## config.mk

```make
export PLATFORM = sky130hd
export DESIGN_NAME = pipe_scroller
export DESIGN_NICKNAME = d
export VERILOG_FILES = /design/src/rtl/pipe_scroller.sv
export SDC_FILE = /design/constraint.sdc
export NUM_CORES = 1
export LEC_CHECK = 0
export BUFFER_PORTS_ARGS = -buffer_cell sky130_fd_sc_hd__buf_2
export CORE_ASPECT_RATIO = 1.75
export CORE_UTILIZATION = 35
export CTS_CLUSTER_DIAMETER = 30
export CTS_CLUSTER_SIZE = 40
export DETAILED_ROUTE_END_ITERATION = 12
export PLACE_DENSITY = 0.63
export SYNTH_ARGS = -nofsm -noshare
export SYNTH_HDL_FRONTEND = slang
export SYNTH_SLANG_ARGS = --single-unit
```

## constraint.sdc

```tcl
create_clock -name Clk -period 4.2 [get_ports Clk]
set_clock_uncertainty 0.1 [all_clocks]
set_input_delay 0 -clock Clk [delete_from_list [all_inputs] [get_ports Clk]]
set_output_delay 0 -clock Clk [all_outputs]
set_load 0.1 [all_outputs]
```

## src/rtl/pipe_scroller.sv

```systemverilog
// pipe_scroller
//   Produces the position and colour of the four pipe obstacles and feeds
//   the colour mapper directly. Pipes scroll left once per frame, respawn
//   at the right edge with a pseudo-random gap height, and the number of
//   pipes passed by the bird is counted. A three-state game phase
//   (IDLE/RUN/DEAD) freezes the field or reloads it.
//
// Ports
//   Clk                   system clock
//   Reset                 synchronous active-high reset
//   frame_clk             vertical-sync-rate level, asynchronous to Clk
//   start                 start/restart request from game control
//   hit                   collision detected this cycle
//   Pipe1X..Pipe4X        pipe centre column (10 bits)
//   Pipe1Y..Pipe4Y        gap centre row (10 bits)
//   PipekR/G/B            pipe colour, green while alive, grey when dead
//   score                 pipes passed, saturating at 255
//   score_pulse           one-cycle pulse on every scoring event
//   phase                 00 IDLE, 01 RUN, 10 DEAD
module pipe_scroller #(
  parameter int unsigned SPEED     = 2,
  parameter int unsigned SPACING   = 160,
  parameter int unsigned X0        = 400,
  parameter int unsigned BIRD_X    = 160,
  parameter int unsigned GAP_MIN   = 100,
  parameter logic [15:0] LFSR_SEED = 16'hACE1
) (
  input  logic       Clk,
  input  logic       Reset,
  input  logic       frame_clk,
  input  logic       start,
  input  logic       hit,
  output logic [9:0] Pipe1X,
  output logic [9:0] Pipe2X,
  output logic [9:0] Pipe3X,
  output logic [9:0] Pipe4X,
  output logic [9:0] Pipe1Y,
  output logic [9:0] Pipe2Y,
  output logic [9:0] Pipe3Y,
  output logic [9:0] Pipe4Y,
  output logic [7:0] Pipe1R,
  output logic [7:0] Pipe1G,
  output logic [7:0] Pipe1B,
  output logic [7:0] Pipe2R,
  output logic [7:0] Pipe2G,
  output logic [7:0] Pipe2B,
  output logic [7:0] Pipe3R,
  output logic [7:0] Pipe3G,
  output logic [7:0] Pipe3B,
  output logic [7:0] Pipe4R,
  output logic [7:0] Pipe4G,
  output logic [7:0] Pipe4B,
  output logic [7:0] score,
  output logic       score_pulse,
  output logic [1:0] phase
);

  // An all-zero seed would lock the LFSR, so it is swapped for the default.
  localparam logic [15:0] SEED      = (LFSR_SEED == 16'h0000) ? 16'hACE1 : LFSR_SEED;
  localparam logic [10:0] SPEED_W   = 11'(SPEED);
  localparam logic [10:0] RETIRE_X  = 11'(25 + SPEED);
  localparam logic [10:0] WRAP_W    = 11'(4 * SPACING);
  localparam logic [10:0] BIRD_W    = 11'(BIRD_X);
  localparam logic [9:0]  GAP_RESET = 10'd200;

  typedef enum logic [1:0] {
    PH_IDLE = 2'b00,
    PH_RUN  = 2'b01,
    PH_DEAD = 2'b10
  } phase_t;

  phase_t      state_q, state_d;
  logic        step, reload;
  logic        s1, s2, s3, tick;
  logic [15:0] lfsr;
  logic [12:0] lfsr_rev;
  logic [9:0]  gap_a, gap_b;
  logic [9:0]  x_q [4];
  logic [9:0]  y_q [4];
  logic [9:0]  x_d [4];
  logic [9:0]  y_d [4];
  logic [10:0] nx;
  logic        any_cross, draw_taken;
  logic [7:0]  score_q;
  logic        pulse_q;
  logic [7:0]  col_r, col_g, col_b;

  // Gap centre from 13 LFSR bits: GAP_MIN + [6:0] + [12:7], at most 290.
  function automatic logic [9:0] gap_from(input logic [12:0] v);
    return 10'(GAP_MIN) + {3'b000, v[6:0]} + {4'b0000, v[12:7]};
  endfunction

  // One pulse per rising edge of the resynchronised frame strobe.
  assign tick = s2 & ~s3;

  // Low 13 bits of the bit-reversed LFSR, used only when a second pipe
  // respawns on the same tick so the two gaps differ.
  always_comb begin
    lfsr_rev = '0;
    for (int i = 0; i < 13; i++) lfsr_rev[i] = lfsr[15 - i];
  end

  assign gap_a = gap_from(lfsr[12:0]);
  assign gap_b = gap_from(lfsr_rev);

  // Phase register.
  always_ff @(posedge Clk) begin
    if (Reset) state_q <= PH_IDLE;
    else       state_q <= state_d;
  end

  // Phase transitions. hit outranks both tick and start while running,
  // so a collision on a frame tick never moves the field or scores.
  always_comb begin
    state_d = state_q;
    step    = 1'b0;
    reload  = 1'b0;
    case (state_q)
      PH_IDLE: if (start) state_d = PH_RUN;
      PH_RUN: begin
        if (hit)       state_d = PH_DEAD;
        else if (tick) step    = 1'b1;
      end
      PH_DEAD: begin
        if (start) begin
          state_d = PH_IDLE;
          reload  = 1'b1;
        end
      end
      default: state_d = PH_IDLE;
    endcase
  end

  // Candidate next position for every pipe. A pipe that would drop below
  // column 25 wraps forward by four spacings, which keeps spacing exact and
  // X never below 25. Only an ordinary step can cross the bird column.
  always_comb begin
    nx         = '0;
    any_cross  = 1'b0;
    draw_taken = 1'b0;
    for (int k = 0; k < 4; k++) begin
      nx     = {1'b0, x_q[k]} - SPEED_W;
      y_d[k] = y_q[k];
      if ({1'b0, x_q[k]} < RETIRE_X) begin
        nx         = nx + WRAP_W;
        y_d[k]     = draw_taken ? gap_b : gap_a;
        draw_taken = 1'b1;
      end
      x_d[k] = nx[9:0];
      if (({1'b0, x_q[k]} >= BIRD_W) && (nx < BIRD_W)) any_cross = 1'b1;
    end
  end

  // Frame-strobe synchroniser, LFSR, pipe field, score and colour.
  // The LFSR free-runs in every phase so the gap sequence depends on how
  // long the player waits before starting.
  always_ff @(posedge Clk) begin
    if (Reset) begin
      s1      <= 1'b0;
      s2      <= 1'b0;
      s3      <= 1'b0;
      lfsr    <= SEED;
      score_q <= 8'd0;
      pulse_q <= 1'b0;
      col_r   <= 8'h00;
      col_g   <= 8'hC0;
      col_b   <= 8'h00;
      for (int k = 0; k < 4; k++) begin
        x_q[k] <= 10'(X0 + 32'(k) * SPACING);
        y_q[k] <= GAP_RESET;
      end
    end else begin
      s1      <= frame_clk;
      s2      <= s1;
      s3      <= s2;
      lfsr    <= {lfsr[14:0], lfsr[15] ^ lfsr[13] ^ lfsr[12] ^ lfsr[10]};
      pulse_q <= 1'b0;
      if (state_d == PH_DEAD) begin
        col_r <= 8'h80;
        col_g <= 8'h80;
        col_b <= 8'h80;
      end else begin
        col_r <= 8'h00;
        col_g <= 8'hC0;
        col_b <= 8'h00;
      end
      if (reload) begin
        score_q <= 8'd0;
        for (int k = 0; k < 4; k++) begin
          x_q[k] <= 10'(X0 + 32'(k) * SPACING);
          y_q[k] <= GAP_RESET;
        end
      end else if (step) begin
        for (int k = 0; k < 4; k++) begin
          x_q[k] <= x_d[k];
          y_q[k] <= y_d[k];
        end
        if (any_cross) begin
          pulse_q <= 1'b1;
          if (score_q != 8'hFF) score_q <= score_q + 8'd1;
        end
      end
    end
  end

  assign Pipe1X = x_q[0];
  assign Pipe2X = x_q[1];
  assign Pipe3X = x_q[2];
  assign Pipe4X = x_q[3];
  assign Pipe1Y = y_q[0];
  assign Pipe2Y = y_q[1];
  assign Pipe3Y = y_q[2];
  assign Pipe4Y = y_q[3];
  assign Pipe1R = col_r;
  assign Pipe1G = col_g;
  assign Pipe1B = col_b;
  assign Pipe2R = col_r;
  assign Pipe2G = col_g;
  assign Pipe2B = col_b;
  assign Pipe3R = col_r;
  assign Pipe3G = col_g;
  assign Pipe3B = col_b;
  assign Pipe4R = col_r;
  assign Pipe4G = col_g;
  assign Pipe4B = col_b;
  assign score       = score_q;
  assign score_pulse = pulse_q;
  assign phase       = state_q;

endmodule
```

==> flow_metrics.py <==
metrics = {
    "run_status": {
        "status": "completed",
    },
    "layout": {
        "drive_above_1_share_pct": 19.6,
        "layout_common_cells": "99 x buf_2, 92 x conb_1, 65 x nor2_1",
        "final_common_cell": "buf_2",
        "fin_nets": 854,
        "area_growth_pct": 9.74,
        "diodes": 0,
    },
    "timing": {
        "final_max_slew_viol_count": 0,
        "rsz0062_at_grt": "no",
        "clock.fmax_mhz": 268,
        "worst_pin_slew_ns": 1.07,
        "period_share_pct": 89.0,
        "tns_ns": 0,
        "setup_viol": 0,
        "slew_headroom_pct": 28.9,
        "final_hold_viol_count": 0,
        "finalCriticalPeriod_ns": 3.74,
    },
    "die": {
        "ios": 192,
        "die_width_um": 106,
        "die_h_um": 184,
        "die_area_um2": 19600,
        "row_count": 66,
        "core_um2": 18600,
        "start_util_pct": 35.8,
    },
    "synth": {
        "ys_ff_latch": 104,
        "synth_top_area_share_pct": 24.4,
        "syn_area_um2": 6640,
        "yosys.area.top_type": "edfxtp_1",
        "ys_seq_area_share_pct": 39.5,
        "ys.flop_type": "edfxtp_1",
        "postSynthAreaPerCell_um2": 9.13,
        "synth_edf_count": 54,
        "synth-async-reset-ratio_pct": 0,
        "synth.top_cells.by_area": "edfxtp_1 24%, dfxtp_1 15%, buf_4 12%",
        "synth_cell_type_count": 73,
        "yosys_warnings": 0,
        "synthCells": 728,
    },
    "clocking": {
        "cts_tree": "yes",
        "clk_path_buf_depth": 2,
        "h-tree-depth": 3,
        "root_buffer": "clkbuf_16",
        "clock_latency_ns": 0.36,
        "path_clk_slew_ns": 0.07,
        "cts_resized": 0,
        "clock_sinks": 104,
        "numCtsBuffers": 9,
    },
    "power": {
        "p_int_w": 0.00164,
        "combPwrFrac_pct": 29.8,
        "p_clk_share_pct": 29.6,
        "ir_drop_mv": 0.193,
        "finalPower_w": 0.00279,
        "swShare_pct": 41.1,
        "p_seq_share_pct": 40.6,
        "power_density_nw_per_um2": 382,
        "p_sw_w": 0.00114,
        "cellLeakagePower_nw": 2.97,
    },
    "place": {
        "gp_congestion": 0.860,
        "hpwl_mm": 11.5,
        "port_buffers": 99,
    },
    "critical_path": {
        "required_ns": 4.38,
        "crit_path_start_kind": "register",
        "worstPathArrival_ns": 3.92,
        "cp-end-kind": "register",
        "crit_type": "reg2reg",
        "path_max_fanout": 16,
    },
    "global_route": {
        "overflow": 0,
        "grt_usage_pct": 15.3,
        "grt_pass1_wl_mm": 23.5,
        "grt_pass1_vias": 4684,
        "antenna_found_initial": 0,
        "grt_max_degree": 29,
    },
    "drt": {
        "ant_nets": 0,
        "detail_route.vias_per_cell": 4.87,
        "wl_mm": 14.9,
        "firstDrtPassIters": 4,
        "wire_per_inst_um": 14.1,
        "drc": 0,
        "drt_iter0_markers": 292,
        "dr_total_vias": 5142,
    },
    "min_path": {
        "hold_path_class": "in2reg",
    },
    "job": {
        "drv_cap": 0,
    },
}
## final cells by class
class	count	area, um2
inverters	42	158
fillers	1880	11300
clock buffers	9	225
multi-input cells	541	3300
repair buffers	115	628
flip-flops and latches	104	2620
well taps	238	298
clock inverters	7	58.8
## repair_timing
action                    CTS  global route
hold endpoints to repair   10             0
hold buffers                5             0
setup buffers               0             0
## path summary, 6_finish.rpt
| kind | from | end | slack [ns] | cells after the start |
|---|---|---|---|---|
| setup / recovery | x_q[2][2] | score[3] | 0.46 | 12 |
| hold / removal | frame_clk | s1 | 0.31 | 3 |
| setup reg to reg | x_q[2][2] | score[3] | 0.46 | 12 |
| hold reg to reg | s1 | s2 | 0.35 | 1 |
## worst max-delay path: stages, from the launching register on
cell       delay [ns]
dfxtp_1          0.37
inv_1            0.09
ha_1             0.16
or3b_1           0.50
or2_4            0.32
nand2_1          0.08
ha_1             0.22
or4_2            0.56
a2111o_1         0.32
o211ai_2         0.12
a2111oi_4        0.20
or4_1            0.50
a21oi_1          0.15
## synth_stat cells, types with 5 or more instances
library cell,instances
a22oi_1,7
nor3_1,15
a21oi_1,31
nor2_1,65
o31ai_1,9
ha_1,34
xnor2_1,24
o21a_1,5
o21ai_0,24
or2_2,13
clkbuf_1,23
a31oi_1,7
nor2b_1,10
nand3_1,13
o211ai_1,8
nand2_1,64
nor4_1,8
buf_4,102
or3_1,8
or4_1,8
and2_1,5
xor2_1,6
inv_1,42
nand2b_1,5
edfxtp_1,54
dfxtp_1,50
## metal layers
metal / up-vias / track usage (%) / share of wire [%]
li1: 2529 / - / -
met1: 2443 / 17.0 / 39
met3: 22 / 1.94 / 3.9
met5: - / 0 / 0
met4: 0 / 8.17 / 3.3
met2: 148 / 28.2 / 53
## through the flow
stage / area, um2 / hold slack [ns] / instances / utilization, % / setup WS, ns
2_1_floorplan: 6980 / 0.0282 / 818 / - / 0.206
3_3_place_gp: 6960 / 0.151 / 1035 / 37.4 / 0.590
3_5_place_dp: 6960 / 0.152 / 1035 / 37.4 / 0.489
4_1_cts: 7290 / 0.310 / 1056 / 39.2 / 0.453
5_1_grt: 7290 / 0.350 / 1056 / 39.2 / 0.121
6_report: 7290 / 0.307 / 1056 / 39.2 / 0.463
## kinds of logic (layout without fill, tap and decap cells)
kind of cell / after synthesis / count (layout) / synth area share, %
fa+ha+maj: 36 / 36 / 7.01
mux: 5 / 5 / 0.810
buf+inv: 173 / 173 / 15.9
xor+xnor: 30 / 30 / 3.95
flops: 104 / 104 / 39.5
simple gates: 247 / 247 / 19.0
other cells: 2 / 92 / 0.113
compound gates: 131 / 131 / 13.7
## flip-flops by register name, summed over array words and instances, names as in the netlist, 2 cells and up
| register | flops |
|---|---|
| phase | 2 |
| lfsr | 16 |
| x_q | 36 |
| score | 8 |
| y_q | 36 |
## power by group through the flow
stage               Sequential (W)  Clock [W]  Combinational (W)
floorplan                  0.00128          0           0.000674
global placement           0.00115          0           0.000823
detailed placement         0.00115          0           0.000827
CTS                        0.00113   0.000851           0.000833
global route               0.00114   0.000893           0.000873
finish                     0.00113   0.000824           0.000831
No activity file was read; power rests on OpenSTA's default activity.
